--- src/rtl/tile_fetch_if.sv ---
// Renderer-side channel of the tile fetch unit: pixel request handshake and pixel response stream.
interface tile_fetch_if #(
   parameter int unsigned TILE_W_LOG2   = 2,
   parameter int unsigned TILE_H_LOG2   = 2,
   parameter int unsigned TILE_CNT_LOG2 = 4,
   parameter int unsigned DATA_W        = 24
);
   logic                     i_req_valid;
   logic                     o_req_ready;
   logic [TILE_CNT_LOG2-1:0] i_tile_no;
   logic [TILE_W_LOG2-1:0]   i_tile_x;
   logic [TILE_H_LOG2-1:0]   i_tile_y;
   logic [1:0]               i_mirror;
   logic [1:0]               i_rotate;
   logic [DATA_W-1:0]        o_rgb_data;
   logic                     o_valid;
   logic                     i_ready;

   // Renderer side: issues requests, consumes pixels
   modport master (
      output i_req_valid, i_tile_no, i_tile_x, i_tile_y, i_mirror, i_rotate, i_ready,
      input  o_req_ready, o_rgb_data, o_valid
   );

   // Fetch unit side
   modport slave (
      input  i_req_valid, i_tile_no, i_tile_x, i_tile_y, i_mirror, i_rotate, i_ready,
      output o_req_ready, o_rgb_data, o_valid
   );
endinterface

--- src/rtl/tile_fetch.sv ---
// Tile-pixel fetch unit: maps (tile, x, y, mirror, rotate) to a tile-ROM address, issues the read,
// and returns pixels in request order through a credit-protected response FIFO.
module tile_fetch #(
   parameter int unsigned TILE_W_LOG2   = 2,
   parameter int unsigned TILE_H_LOG2   = 2,
   parameter int unsigned TILE_CNT_LOG2 = 4,
   parameter int unsigned ROM_ADDR_W    = 9,
   parameter int unsigned DATA_W        = 24,
   parameter int unsigned FIFO_DEPTH    = 4
) (
   input  logic                  i_clk,
   input  logic                  i_rst_n,
   tile_fetch_if.slave           px_if,
   output logic [ROM_ADDR_W-1:0] o_rom_address,
   output logic                  o_rom_read,
   input  logic [DATA_W-1:0]     i_rom_data,
   input  logic                  i_rom_valid,
   output logic                  o_busy
);
   localparam int unsigned XW    = TILE_W_LOG2;
   localparam int unsigned YW    = TILE_H_LOG2;
   localparam int unsigned PTR_W = $clog2(FIFO_DEPTH);
   localparam int unsigned CNT_W = $clog2(FIFO_DEPTH + 1);
   localparam int unsigned INF_W = CNT_W + 1;
   localparam bit          SQUARE = (TILE_W_LOG2 == TILE_H_LOG2);

   logic                  rom_read_q,  rom_read_d;
   logic [ROM_ADDR_W-1:0] rom_addr_q,  rom_addr_d;
   logic [CNT_W-1:0]      out_cnt_q,   out_cnt_d;
   logic [CNT_W-1:0]      fifo_cnt_q,  fifo_cnt_d;
   logic [PTR_W-1:0]      wr_ptr_q,    wr_ptr_d;
   logic [PTR_W-1:0]      rd_ptr_q,    rd_ptr_d;
   logic [DATA_W-1:0]     mem_q [FIFO_DEPTH];

   logic [XW-1:0]         sx_c;
   logic [YW-1:0]         sy_c;
   logic [ROM_ADDR_W-1:0] addr_c;
   logic [INF_W-1:0]      inflight_c;
   logic                  accept_c;
   logic                  push_c;
   logic                  pop_c;

   // In-flight credits: pending address-stage read + outstanding ROM reads + buffered pixels
   assign inflight_c = INF_W'(rom_read_q) + INF_W'(out_cnt_q) + INF_W'(fifo_cnt_q);

   assign px_if.o_req_ready = i_rst_n && (inflight_c < INF_W'(FIFO_DEPTH));
   assign accept_c          = px_if.i_req_valid && px_if.o_req_ready;
   assign px_if.o_valid     = (fifo_cnt_q != '0);
   assign px_if.o_rgb_data  = mem_q[rd_ptr_q];
   assign o_rom_address     = rom_addr_q;
   assign o_rom_read        = rom_read_q;
   assign o_busy            = (inflight_c != '0);

   // Source coordinate: rotation (square tiles only) then mirror; N-1-v is the bitwise complement
   always_comb begin
      sx_c = px_if.i_tile_x;
      sy_c = px_if.i_tile_y;
      if (SQUARE) begin
         case (px_if.i_rotate)
            2'd1: begin
               sx_c = XW'(px_if.i_tile_y);
               sy_c = YW'(~px_if.i_tile_x);
            end
            2'd2: begin
               sx_c = ~px_if.i_tile_x;
               sy_c = ~px_if.i_tile_y;
            end
            2'd3: begin
               sx_c = XW'(~px_if.i_tile_y);
               sy_c = YW'(px_if.i_tile_x);
            end
            default: ;
         endcase
      end
      if (px_if.i_mirror[0]) sy_c = ~sy_c;
      if (px_if.i_mirror[1]) sx_c = ~sx_c;
      addr_c = ROM_ADDR_W'({px_if.i_tile_no, sy_c, sx_c});
   end

   // Next-state for address stage, outstanding-read counter and FIFO pointers
   always_comb begin
      rom_read_d = 1'b0;
      rom_addr_d = rom_addr_q;
      if (accept_c) begin
         rom_read_d = 1'b1;
         rom_addr_d = addr_c;
      end
      // A return with nothing outstanding is stale (e.g. issued before reset) and is dropped
      push_c     = i_rom_valid && (out_cnt_q != '0);
      pop_c      = (fifo_cnt_q != '0) && px_if.i_ready;
      out_cnt_d  = out_cnt_q + CNT_W'(rom_read_q) - CNT_W'(push_c);
      fifo_cnt_d = fifo_cnt_q + CNT_W'(push_c) - CNT_W'(pop_c);
      wr_ptr_d   = push_c ? wr_ptr_q + PTR_W'(1) : wr_ptr_q;
      rd_ptr_d   = pop_c  ? rd_ptr_q + PTR_W'(1) : rd_ptr_q;
   end

   // Control state registers
   always_ff @(posedge i_clk) begin
      if (!i_rst_n) begin
         rom_read_q <= 1'b0;
         rom_addr_q <= '0;
         out_cnt_q  <= '0;
         fifo_cnt_q <= '0;
         wr_ptr_q   <= '0;
         rd_ptr_q   <= '0;
      end else begin
         rom_read_q <= rom_read_d;
         rom_addr_q <= rom_addr_d;
         out_cnt_q  <= out_cnt_d;
         fifo_cnt_q <= fifo_cnt_d;
         wr_ptr_q   <= wr_ptr_d;
         rd_ptr_q   <= rd_ptr_d;
      end
   end

   // Response FIFO storage; cleared so the head reads zero out of reset
   always_ff @(posedge i_clk) begin
      if (!i_rst_n) begin
         for (int i = 0; i < int'(FIFO_DEPTH); i++) mem_q[i] <= '0;
      end else if (push_c) begin
         mem_q[wr_ptr_q] <= i_rom_data;
      end
   end
endmodule

--- src/flat_wrapper.sv ---
// flat-port wrapper written by rule: the top's interface ports become plain ports
module tile_fetch_flat 
#(
   parameter int unsigned TILE_W_LOG2   = 2,
   parameter int unsigned TILE_H_LOG2   = 2,
   parameter int unsigned TILE_CNT_LOG2 = 4,
   parameter int unsigned ROM_ADDR_W    = 9,
   parameter int unsigned DATA_W        = 24,
   parameter int unsigned FIFO_DEPTH    = 4
)
  (i_clk, i_rst_n, o_rom_address, o_rom_read, i_rom_data, i_rom_valid, o_busy, px_if_i_req_valid, px_if_i_tile_no, px_if_i_tile_x, px_if_i_tile_y, px_if_i_mirror, px_if_i_rotate, px_if_i_ready, px_if_o_req_ready, px_if_o_rgb_data, px_if_o_valid);
  tile_fetch_if #(.TILE_W_LOG2(TILE_W_LOG2), .TILE_H_LOG2(TILE_H_LOG2), .TILE_CNT_LOG2(TILE_CNT_LOG2), .DATA_W(DATA_W)) px_if_i ();
  input  logic i_clk;
  input  logic i_rst_n;
  output logic [ROM_ADDR_W-1:0] o_rom_address;
  output logic o_rom_read;
  input  logic [DATA_W-1:0] i_rom_data;
  input  logic i_rom_valid;
  output logic o_busy;
  input wire logic [$bits(px_if_i.i_req_valid)-1:0] px_if_i_req_valid;
  input wire logic [$bits(px_if_i.i_tile_no)-1:0] px_if_i_tile_no;
  input wire logic [$bits(px_if_i.i_tile_x)-1:0] px_if_i_tile_x;
  input wire logic [$bits(px_if_i.i_tile_y)-1:0] px_if_i_tile_y;
  input wire logic [$bits(px_if_i.i_mirror)-1:0] px_if_i_mirror;
  input wire logic [$bits(px_if_i.i_rotate)-1:0] px_if_i_rotate;
  input wire logic [$bits(px_if_i.i_ready)-1:0] px_if_i_ready;
  output wire logic [$bits(px_if_i.o_req_ready)-1:0] px_if_o_req_ready;
  output wire logic [$bits(px_if_i.o_rgb_data)-1:0] px_if_o_rgb_data;
  output wire logic [$bits(px_if_i.o_valid)-1:0] px_if_o_valid;
  assign px_if_i.i_req_valid = px_if_i_req_valid;
  assign px_if_i.i_tile_no = px_if_i_tile_no;
  assign px_if_i.i_tile_x = px_if_i_tile_x;
  assign px_if_i.i_tile_y = px_if_i_tile_y;
  assign px_if_i.i_mirror = px_if_i_mirror;
  assign px_if_i.i_rotate = px_if_i_rotate;
  assign px_if_i.i_ready = px_if_i_ready;
  assign px_if_o_req_ready = px_if_i.o_req_ready;
  assign px_if_o_rgb_data = px_if_i.o_rgb_data;
  assign px_if_o_valid = px_if_i.o_valid;
  tile_fetch #(.TILE_W_LOG2(TILE_W_LOG2), .TILE_H_LOG2(TILE_H_LOG2), .TILE_CNT_LOG2(TILE_CNT_LOG2), .ROM_ADDR_W(ROM_ADDR_W), .DATA_W(DATA_W), .FIFO_DEPTH(FIFO_DEPTH)) u_core (.i_clk(i_clk), .i_rst_n(i_rst_n), .px_if(px_if_i), .o_rom_address(o_rom_address), .o_rom_read(o_rom_read), .i_rom_data(i_rom_data), .i_rom_valid(i_rom_valid), .o_busy(o_busy));
endmodule
--- config.mk ---
export PLATFORM = sky130hd
export DESIGN_NAME = tile_fetch_flat
export DESIGN_NICKNAME = d
export VERILOG_FILES = /design/src/rtl/tile_fetch_if.sv /design/src/rtl/tile_fetch.sv /design/src/flat_wrapper.sv
export SDC_FILE = /design/constraint.sdc
export NUM_CORES = 1
export LEC_CHECK = 0
export ABC_AREA = 1
export BUFFER_PORTS_ARGS = -buffer_cell sky130_fd_sc_hd__buf_2
export CAP_MARGIN = 20
export CORE_ASPECT_RATIO = 0.6
export CORE_MARGIN = 10
export CORE_UTILIZATION = 55
export CTS_BUF_LIST = sky130_fd_sc_hd__clkbuf_2 sky130_fd_sc_hd__clkbuf_4 sky130_fd_sc_hd__clkbuf_8
export DETAILED_ROUTE_END_ITERATION = 7
export GPL_TIMING_DRIVEN = 1
export PLACE_DENSITY_LB_ADDON = 0.05
export SLEW_MARGIN = 10
export SYNTH_ARGS = -nofsm -noshare
export SYNTH_HDL_FRONTEND = slang
export SYNTH_SLANG_ARGS = --single-unit
export TNS_END_PERCENT = 1
--- constraint.sdc ---
create_clock -name i_clk -period 5.3 [get_ports i_clk]
set_input_delay 0.795 -clock i_clk [delete_from_list [all_inputs] [get_ports i_clk]]
set_output_delay 0.795 -clock i_clk [all_outputs]
set_load 0.05 [all_outputs]
==> results of run 1 <==
stage by stage:
stage          utilization  setup WS [ps]  hold WS (ps)  total power (W)
4_1_cts              0.651           1800           466          0.00346
3_5_place_dp         0.609           1690           456          0.00260
5_1_grt              0.653           1640           495          0.00364
6_report             0.653           1810           463          0.00344
2_1_floorplan            -           1990           433          0.00228
3_3_place_gp         0.608           1570           443          0.00256
cell families after synthesis:
| logic type | count (synthesis) | synth area share |
|---|---|---|
| XOR/XNOR | 5 | 0.00787 |
| other | 1 | 0.000674 |
| adder cells (fa/ha/maj) | 10 | 0.0279 |
| buffers and inverters | 103 | 0.0792 |
| flip-flops | 117 | 0.594 |
| AND/OR/NAND/NOR | 229 | 0.202 |
| AO/OA/AOI/OAI | 92 | 0.0886 |
cell type report:
class	count	share of cell area
Timing Repair Buffer	83	0.0713
Inverter	72	0.0419
Tap cell	135	0.0262
Multi-Input combinational cell	337	0.285
Clock buffer	19	0.0386
Sequential cell	117	0.512
Clock inverter	13	0.0252
worst max-delay path by stage:
stage                      from                   end  depth (start not counted)
floorplan           i_rom_valid    u_core.mem_q[0][0]                          4
global placement        i_rst_n    u_core.mem_q[0][7]                          5
detailed placement      i_rst_n    u_core.mem_q[0][7]                          6
CTS                        flop  px_if_o_rgb_data[12]                          4
global route               flop  px_if_o_rgb_data[17]                          4
finish                     flop  px_if_o_rgb_data[12]                          4
cells in the final DEF, fill, tap and decap left out:
cell        netlist  routed
o31ai_4           0       1
nand2_4          12      12
o21ai_0          62      60
nand3_1           7       7
buf_4             1       5
buf_2             8      76
xor2_1            3       3
buf_8             0       1
inv_1            71      71
clkinv_1          0       4
fa_1              4       4
edfxtp_1         96      96
bufinv_16         0       4
buf_16            0       1
nor2_1          117     117
clkinv_2          0       4
o22ai_1          24      24
o21ai_2           0       2
dfxtp_1          21      21
nand2_2           6       6
nor2_8            1       1
conb_1            1       1
ha_1              6       6
xnor2_1           2       2
clkbuf_8          0      17
nor3_1            4       4
clkinvlp_4        0       1
nor3_2           20      20
nand4_1           2       2
a21oi_1           5       5
nand2_1          60      60
clkbuf_4          0       2
inv_2             1       1
flip-flops by register name, indices dropped and copies added (netlist names), named ones only:
register	cells
u_core.fifo_cnt_q	3
u_core.o_rom_read	1
u_core.wr_ptr_q	2
u_core.mem_q	96
u_core.rd_ptr_q	2
u_core.out_cnt_q	3
u_core.o_rom_address	8
worst min-delay path: stages (launching register included):
cell and delay (ps):
dfxtp_1 310, nand3_1 70, nand2_1 40
power by group through the flow:
| stage | clock (W) | combinational (W) | sequential [W] |
|---|---|---|---|
| finish | 0.000862 | 0.00138 | 0.00120 |
| global route | 0.000911 | 0.00151 | 0.00121 |
| CTS | 0.000870 | 0.00138 | 0.00120 |
| detailed placement | 0 | 0.00138 | 0.00122 |
| global placement | 0 | 0.00135 | 0.00122 |
| floorplan | 0 | 0.000982 | 0.00130 |
routing by layer:
layer	global-route usage	part of all wire
met5	0	0
met4	0.0610	0.011
met3	0.0484	0.080
met2	0.254	0.44
met1	0.248	0.47
==> implementation parameters, run 1 <==
Parameter                              Value

Worst setup path
  Worst Setup Start Kind ... flop
  Reg-to-reg startpoint ... u_core.out_cnt_q[1]
  R2R cell count ... 7
  Endpoint of the worst-slack reg-to-reg timing path ... u_core.mem_q[0][11]
  Data required time of the worst path ... 4510 ps
  Data arrival time of the worst path ... 2700 ps
  Crit path buffers/inverters ... 2
  Peak per-stage delay on the critical path ... 990 ps
  Cell Chain, Critical Path ... inv_1 > o21ai_0 > o22ai_1 > buf_2
  Startpoint-to-endpoint class of the critical path ... flop to primary output
  Worst Path Max Fanout ... 25
  Max stage delay cell, worst path ... dfxtp_1
  Sort of element at the end of the critical path ... primary output
  R2R Setup Slk ... 2430 ps
  Largest delay share family, worst path ... flip-flops

Route
  Initial drt markers ... 373
  Routed wire length per instance ... 16.5 um
  Number of iterations in the first detailed-routing pass ... 5
  Via-to-Cell Ratio ... 5.24
  Detailed Route WL ... 12800 um
  Residual DRC ... 0
  Remaining number of nets flagged by the antenna check after routing ... 0
  Total via count after detailed routing ... 4065

Layout
  Flip-flop and latch area ... 3300 um2
  Ant. Diodes ... 0
  Fillers ... 833
  Fraction of final layout cells sized beyond drive strength 1 ... 0.240
  Final instance count without filler cells ... 776
  Net count, final ... 679
  Finished Cell Area ... 6460 um2
  Layout overhead on the synthesized area ... 16.0%
  Area of the multi-input gates ... 1840 um2

Place
  Input/output buffers ... 76
  Area of placed instances ... 6020 um2
  Cells after DPL ... 743
  Hpwl dp ... 8010 um
  Final weighted congestion in routability-driven placement ... 0.790

Clocking
  CTS H-tree depth ... 4
  Insertion delay to the later sink of the worst-skew pair ... 420 ps
  Number of buffers on the longest clock path ... 2
  PostCTS Resize Cnt ... 0
  Clock root buffer ... clkbuf_8
  CTS tree ... yes
  Number of clock sinks ... 117
  Number of buffers inserted for hold repair after clock tree synthesis ... 0
  CTS Buf Count ... 17
  Clock-pin transition on the worst setup and hold timing paths ... 70 ps
  Number of post-CTS setup repair buffers ... 0

Synth
  Cell area after synthesis ... 5560 um2
  Post-synthesis sequential area ratio ... 0.594
  Number of distinct library cell variants in the gate-level netlist after synthesis ... 29
  Area contributors post-synth ... edfxtp_1 52%, nor2_1 7.9%, dfxtp_1 7.6%
  Number of enable flip-flop cells after synthesis ... 96
  Synthesized netlist cell count ... 557
  Cell accounting for the most synthesized area ... edfxtp_1
  Mapped Nets ... 608
  Leading post-synthesis cells by instance count ... 117 x nor2_1, 96 x edfxtp_1, 71 x inv_1
  Most frequently used cell type in the post-synthesis netlist ... nor2_1
  Predominant post-synthesis flop cell ... edfxtp_1
  Fraction of registers with async set/reset ... 0
  Portion of synthesized cell area occupied by the leading cell type ... 0.518
  Mean cell area of the mapped netlist ... 9.99 um2
  Synthesis-stage register bit count ... 117
  Count of yosys warnings during synthesis ... 0

Floorplanning
  Starting utilization of the core area ... 0.563
  I/O pins ... 78
  Total number of placement rows ... 28
  Die Height ... 97.9 um
  Full die area ... 14700 um2
  Area inside the core boundary ... 9880 um2
  Die width ... 150 um

Timing
  Pins over their slew limit ... 0
  Layout Skew ... 6.80 ps
  Finish-stage setup viols ... 0
  Setup TNS ... 0 ps
  Achievable frequency ... 286 MHz
  Final Hold Fails ... 0
  Max-slew headroom ... 0.293
  Shortest clock period the worst path allows after layout ... 3490 ps
  Post-route fraction of the period consumed by the critical path ... 0.659
  RSZ-0062 raised after global routing ... no
  Tightest Pin Transition ... 1060 ps

Pwr
  Internal Power ... 0.00197 W
  P_sw ... 0.00147 W
  Static Leak ... 2.93 nW
  Clock share of power ... 0.250
  Largest voltage drop on the vdd net ... 306 uV
  Pwr per Cell Area ... 533 nW/um2
  Combinational share of power ... 0.400
  Share of total power consumed by net switching ... 0.428
  Fraction of power consumed by sequential logic ... 0.349

Global routing
  Global-route usage over all layers ... 0.176
  Total grt overflow ... 0
  Wire length of the first global-routing pass ... 20500 um
  Via count of the first global-routing pass ... 3919
  Pin count of the biggest net entering global routing ... 50
  Number of antenna violations at the first check in global routing ... 0

Min path
  Startpoint of the tightest hold check path ... u_core.o_rom_address[7]
  Sink of the worst hold path ... u_core.o_rom_address[7]
  Worst min-delay path class ... flop to flop
  Worst hold path depth ... 2

Flow run
  Max_cap viols ... 0

Outcome
  Result of the run ... completed
No activity file was read; power rests on OpenSTA's default activity.
==> run 2, diff against run 1 <==
--- a/config.mk
+++ b/config.mk
@@ -10,7 +10,7 @@
 export CAP_MARGIN = 20
 export CORE_ASPECT_RATIO = 0.6
 export CORE_MARGIN = 10
-export CORE_UTILIZATION = 55
+export CORE_UTILIZATION = 54
 export CTS_BUF_LIST = sky130_fd_sc_hd__clkbuf_2 sky130_fd_sc_hd__clkbuf_4 sky130_fd_sc_hd__clkbuf_8
 export DETAILED_ROUTE_END_ITERATION = 7
 export GPL_TIMING_DRIVEN = 1
==> constraint.sdc (replaced) <==
create_clock -name i_clk -period 2.9 [get_ports i_clk]
set_input_delay 0.435 -clock i_clk [delete_from_list [all_inputs] [get_ports i_clk]]
set_output_delay 0.435 -clock i_clk [all_outputs]
set_load 0.05 [all_outputs]
==> run 2 against run 1 <==
Sequential share of layout area shrank 0.53 points. Final area up 1.0%. Routed wire length up 2.3%. Via count rose by 0.15%. Clock power grew 94%. Core utilization rose by 0.22 points. Worst hold slack lost 270 ps. Total power is 87% higher. Register-to-register slack lost 2100 ps. Clock-buffer cell count shrank 1. Final cell count up 1.0%. Clock skew rose by 5.3 ps. Critical endpoint is now px_if_o_req_ready. Highest routed layer unchanged.
==> implementation parameters, run 2 (synthesis gave the netlist of run 1 again) <==
Parameter                              Value

Outcome
  Result of the run ... completed (unchanged)

Floorplanning
  Area inside the core boundary ... 9950 um2 (was 9880 um2)
  Total number of placement rows ... 28 (unchanged)
  Die width ... 151 um (was 150 um)
  Die Height ... 98.6 um (was 97.9 um)
  I/O pins ... 78 (unchanged)
  Starting utilization of the core area ... 0.559 (was 0.563)
  Full die area ... 14900 um2 (was 14700 um2)

Worst setup path
  Startpoint-to-endpoint class of the critical path ... flop to primary output (unchanged)
  Sort of element at the end of the critical path ... primary output (unchanged)
  Cell Chain, Critical Path ... inv_1 > fa_1 > fa_1 > nand2_1 > nand2_1 > inv_1 > nand3_1 > nor2_1 > clkbuf_4 (was inv_1 > o21ai_0 > o22ai_1 > buf_2)
  Data required time of the worst path ... 2470 ps (was 4510 ps)
  Beginning of the critical path ... u_core.o_rom_read
  Endpoint of the worst-slack reg-to-reg timing path ... u_core.o_rom_address[5] (was u_core.mem_q[0][11])
  Worst setup path endpoint ... px_if_o_req_ready (was px_if_o_rgb_data[12])
  Worst Setup Start Kind ... flop (unchanged)
  R2R cell count ... 10 (was 7)
  Data arrival time of the worst path ... 2310 ps (was 2700 ps)
  R2R Setup Slk ... 350 ps (was 2430 ps)
  Worst Path Max Fanout ... 3 (was 25)
  Peak per-stage delay on the critical path ... 480 ps (was 990 ps)
  Max stage delay cell, worst path ... fa_1 (was dfxtp_1)
  Reg-to-reg startpoint ... u_core.o_rom_read (was u_core.out_cnt_q[1])

Route
  Detailed Route WL ... 13100 um (was 12800 um)
  Number of iterations in the first detailed-routing pass ... 4 (was 5)
  Via-to-Cell Ratio ... 5.19 (was 5.24)
  Routed wire length per instance ... 16.7 um (was 16.5 um)
  Remaining number of nets flagged by the antenna check after routing ... 0 (unchanged)
  Residual DRC ... 0 (unchanged)
  Total via count after detailed routing ... 4071 (was 4065)
  Initial drt markers ... 250 (was 373)

Clocking
  CTS H-tree depth ... 4 (unchanged)
  Clock-pin transition on the worst setup and hold timing paths ... 70 ps (about the same)
  CTS Buf Count ... 17 (unchanged)
  Insertion delay to the later sink of the worst-skew pair ... 440 ps (was 420 ps)
  Number of buffers inserted for hold repair after clock tree synthesis ... 0 (unchanged)
  Clock root buffer ... clkbuf_8 (unchanged)
  CTS tree ... yes (unchanged)
  Number of clock sinks ... 117 (unchanged)
  Number of post-CTS setup repair buffers ... 0 (unchanged)
  PostCTS Resize Cnt ... 0 (unchanged)
  Number of buffers on the longest clock path ... 2 (unchanged)

Layout
  Final instance count without filler cells ... 784 (was 776)
  Most common library cell in the layout ignoring fill and taps ... nor2_1 (unchanged)
  Fraction of final layout cells sized beyond drive strength 1 ... 0.256 (was 0.240)
  Net count, final ... 687 (was 679)
  Ant. Diodes ... 0 (unchanged)
  Layout overhead on the synthesized area ... 17.2% (was 16.0%)
  Top library cells by usage in the layout, fill and taps aside ... 117 x nor2_1, 96 x edfxtp_1, 75 x buf_2 (was 117 x nor2_1, 96 x edfxtp_1, 76 x buf_2)
  Register bank with the most flops ... u_core.mem_q (unchanged)
  Fillers ... 863 (was 833)
  Finished Cell Area ... 6520 um2 (was 6460 um2)
  Max reg flops ... 96 (unchanged)

Global routing
  Via count of the first global-routing pass ... 4094 (was 3919)
  Wire length of the first global-routing pass ... 20900 um (was 20500 um)
  Global-route usage over all layers ... 0.179 (was 0.176)
  Total grt overflow ... 0 (unchanged)
  Pin count of the biggest net entering global routing ... 26 (was 50)
  Number of antenna violations at the first check in global routing ... 0 (unchanged)

Pwr
  Largest voltage drop on the vdd net ... 680 uV (was 306 uV)
  Static Leak ... 2.97 nW (was 2.93 nW)
  Pwr per Cell Area ... 985 nW/um2 (was 533 nW/um2)

Min path
  Startpoint of the tightest hold check path ... px_if_i_tile_no[2] (was u_core.o_rom_address[7])
  Worst hold path depth ... 3 (was 2)
  Worst min-delay path class ... primary input to flop (was flop to flop)

Place
  Input/output buffers ... 76 (unchanged)
  Hpwl dp ... 8280 um (was 8010 um)
  Area of placed instances ... 6080 um2 (was 6020 um2)
  Cells after DPL ... 752 (was 743)
  Final weighted congestion in routability-driven placement ... 0.765 (was 0.790)
  Worst setup timing slack at the placement stage ... 370 ps (was 1690 ps)

Timing
  Finish-stage setup viols ... 0 (unchanged)
  Layout Skew ... 12.1 ps (was 6.80 ps)
  Max-slew headroom ... 0.414 (was 0.293)
  Achievable frequency ... 365 MHz
  Post-route fraction of the period consumed by the critical path ... 0.946
  RSZ-0062 raised after global routing ... no (unchanged)
  Tightest Pin Transition ... 877 ps (was 1060 ps)
  Worst setup margin ... 157 ps (was 1810 ps)
  Shortest clock period the worst path allows after layout ... 2740 ps
  Pins over their slew limit ... 0 (unchanged)
  Final Hold Fails ... 0 (unchanged)
  Worst hold margin ... 196 ps (was 463 ps)

Flow run
  Max_cap viols ... 0 (unchanged)
==> run 2: power by group <==
group	switching, W	internal [W]
clock network	0.000713	0.000957
logic	0.00197	0.000605
registers	0.0000983	0.00208
==> run 2: routing by layer <==
| metal | global-route usage | wire (um) |
|---|---|---|
| met3 | 0.0443 | 771 |
| met2 | 0.285 | 6300 |
| met5 | 0 | 0 |
| met1 | 0.233 | 5850 |
| met4 | 0.0612 | 138 |
==> run 2: how the worst min path moves through the flow <==
stage / endpoint / slack (ps)
after floorplan: flop / 430
after global placement: u_core.rd_ptr_q[1] / 450
after detailed placement: u_core.o_rom_address[6] / 460
after CTS: u_core.o_rom_address[6] / 180
after global routing: u_core.o_rom_address[6] / 200
final: u_core.o_rom_address[6] / 200
==> run 2: critical path: cells and delay by family, from the launching register on <==
kind,cells,cell delay [ps]
simple gates,4,290
fa+ha+maj,2,880
flops,1,340
buf+inv,3,370
==> run 2: metrics by stage <==
step / power (W) / util / setup TNS (ps)
CTS: 0.00646 / 0.655 / 0
detailed placement: 0.00480 / 0.611 / 0
global placement: 0.00475 / 0.611 / 0
floorplan: 0.00416 / - / -385
finish: 0.00642 / 0.656 / 0
global route: 0.00676 / 0.656 / 0
==> run 2: area by class of cell <==
class / instances / area [um2] / share of cell area
Sequential cell: 117 / 3300 / 0.506
Clock inverter: 14 / 203 / 0.0311
Inverter: 72 / 270 / 0.0414
Tap cell: 135 / 169 / 0.0259
Multi-Input combinational cell: 337 / 1840 / 0.282
Timing Repair Buffer: 91 / 495 / 0.0759
Clock buffer: 18 / 241 / 0.0370
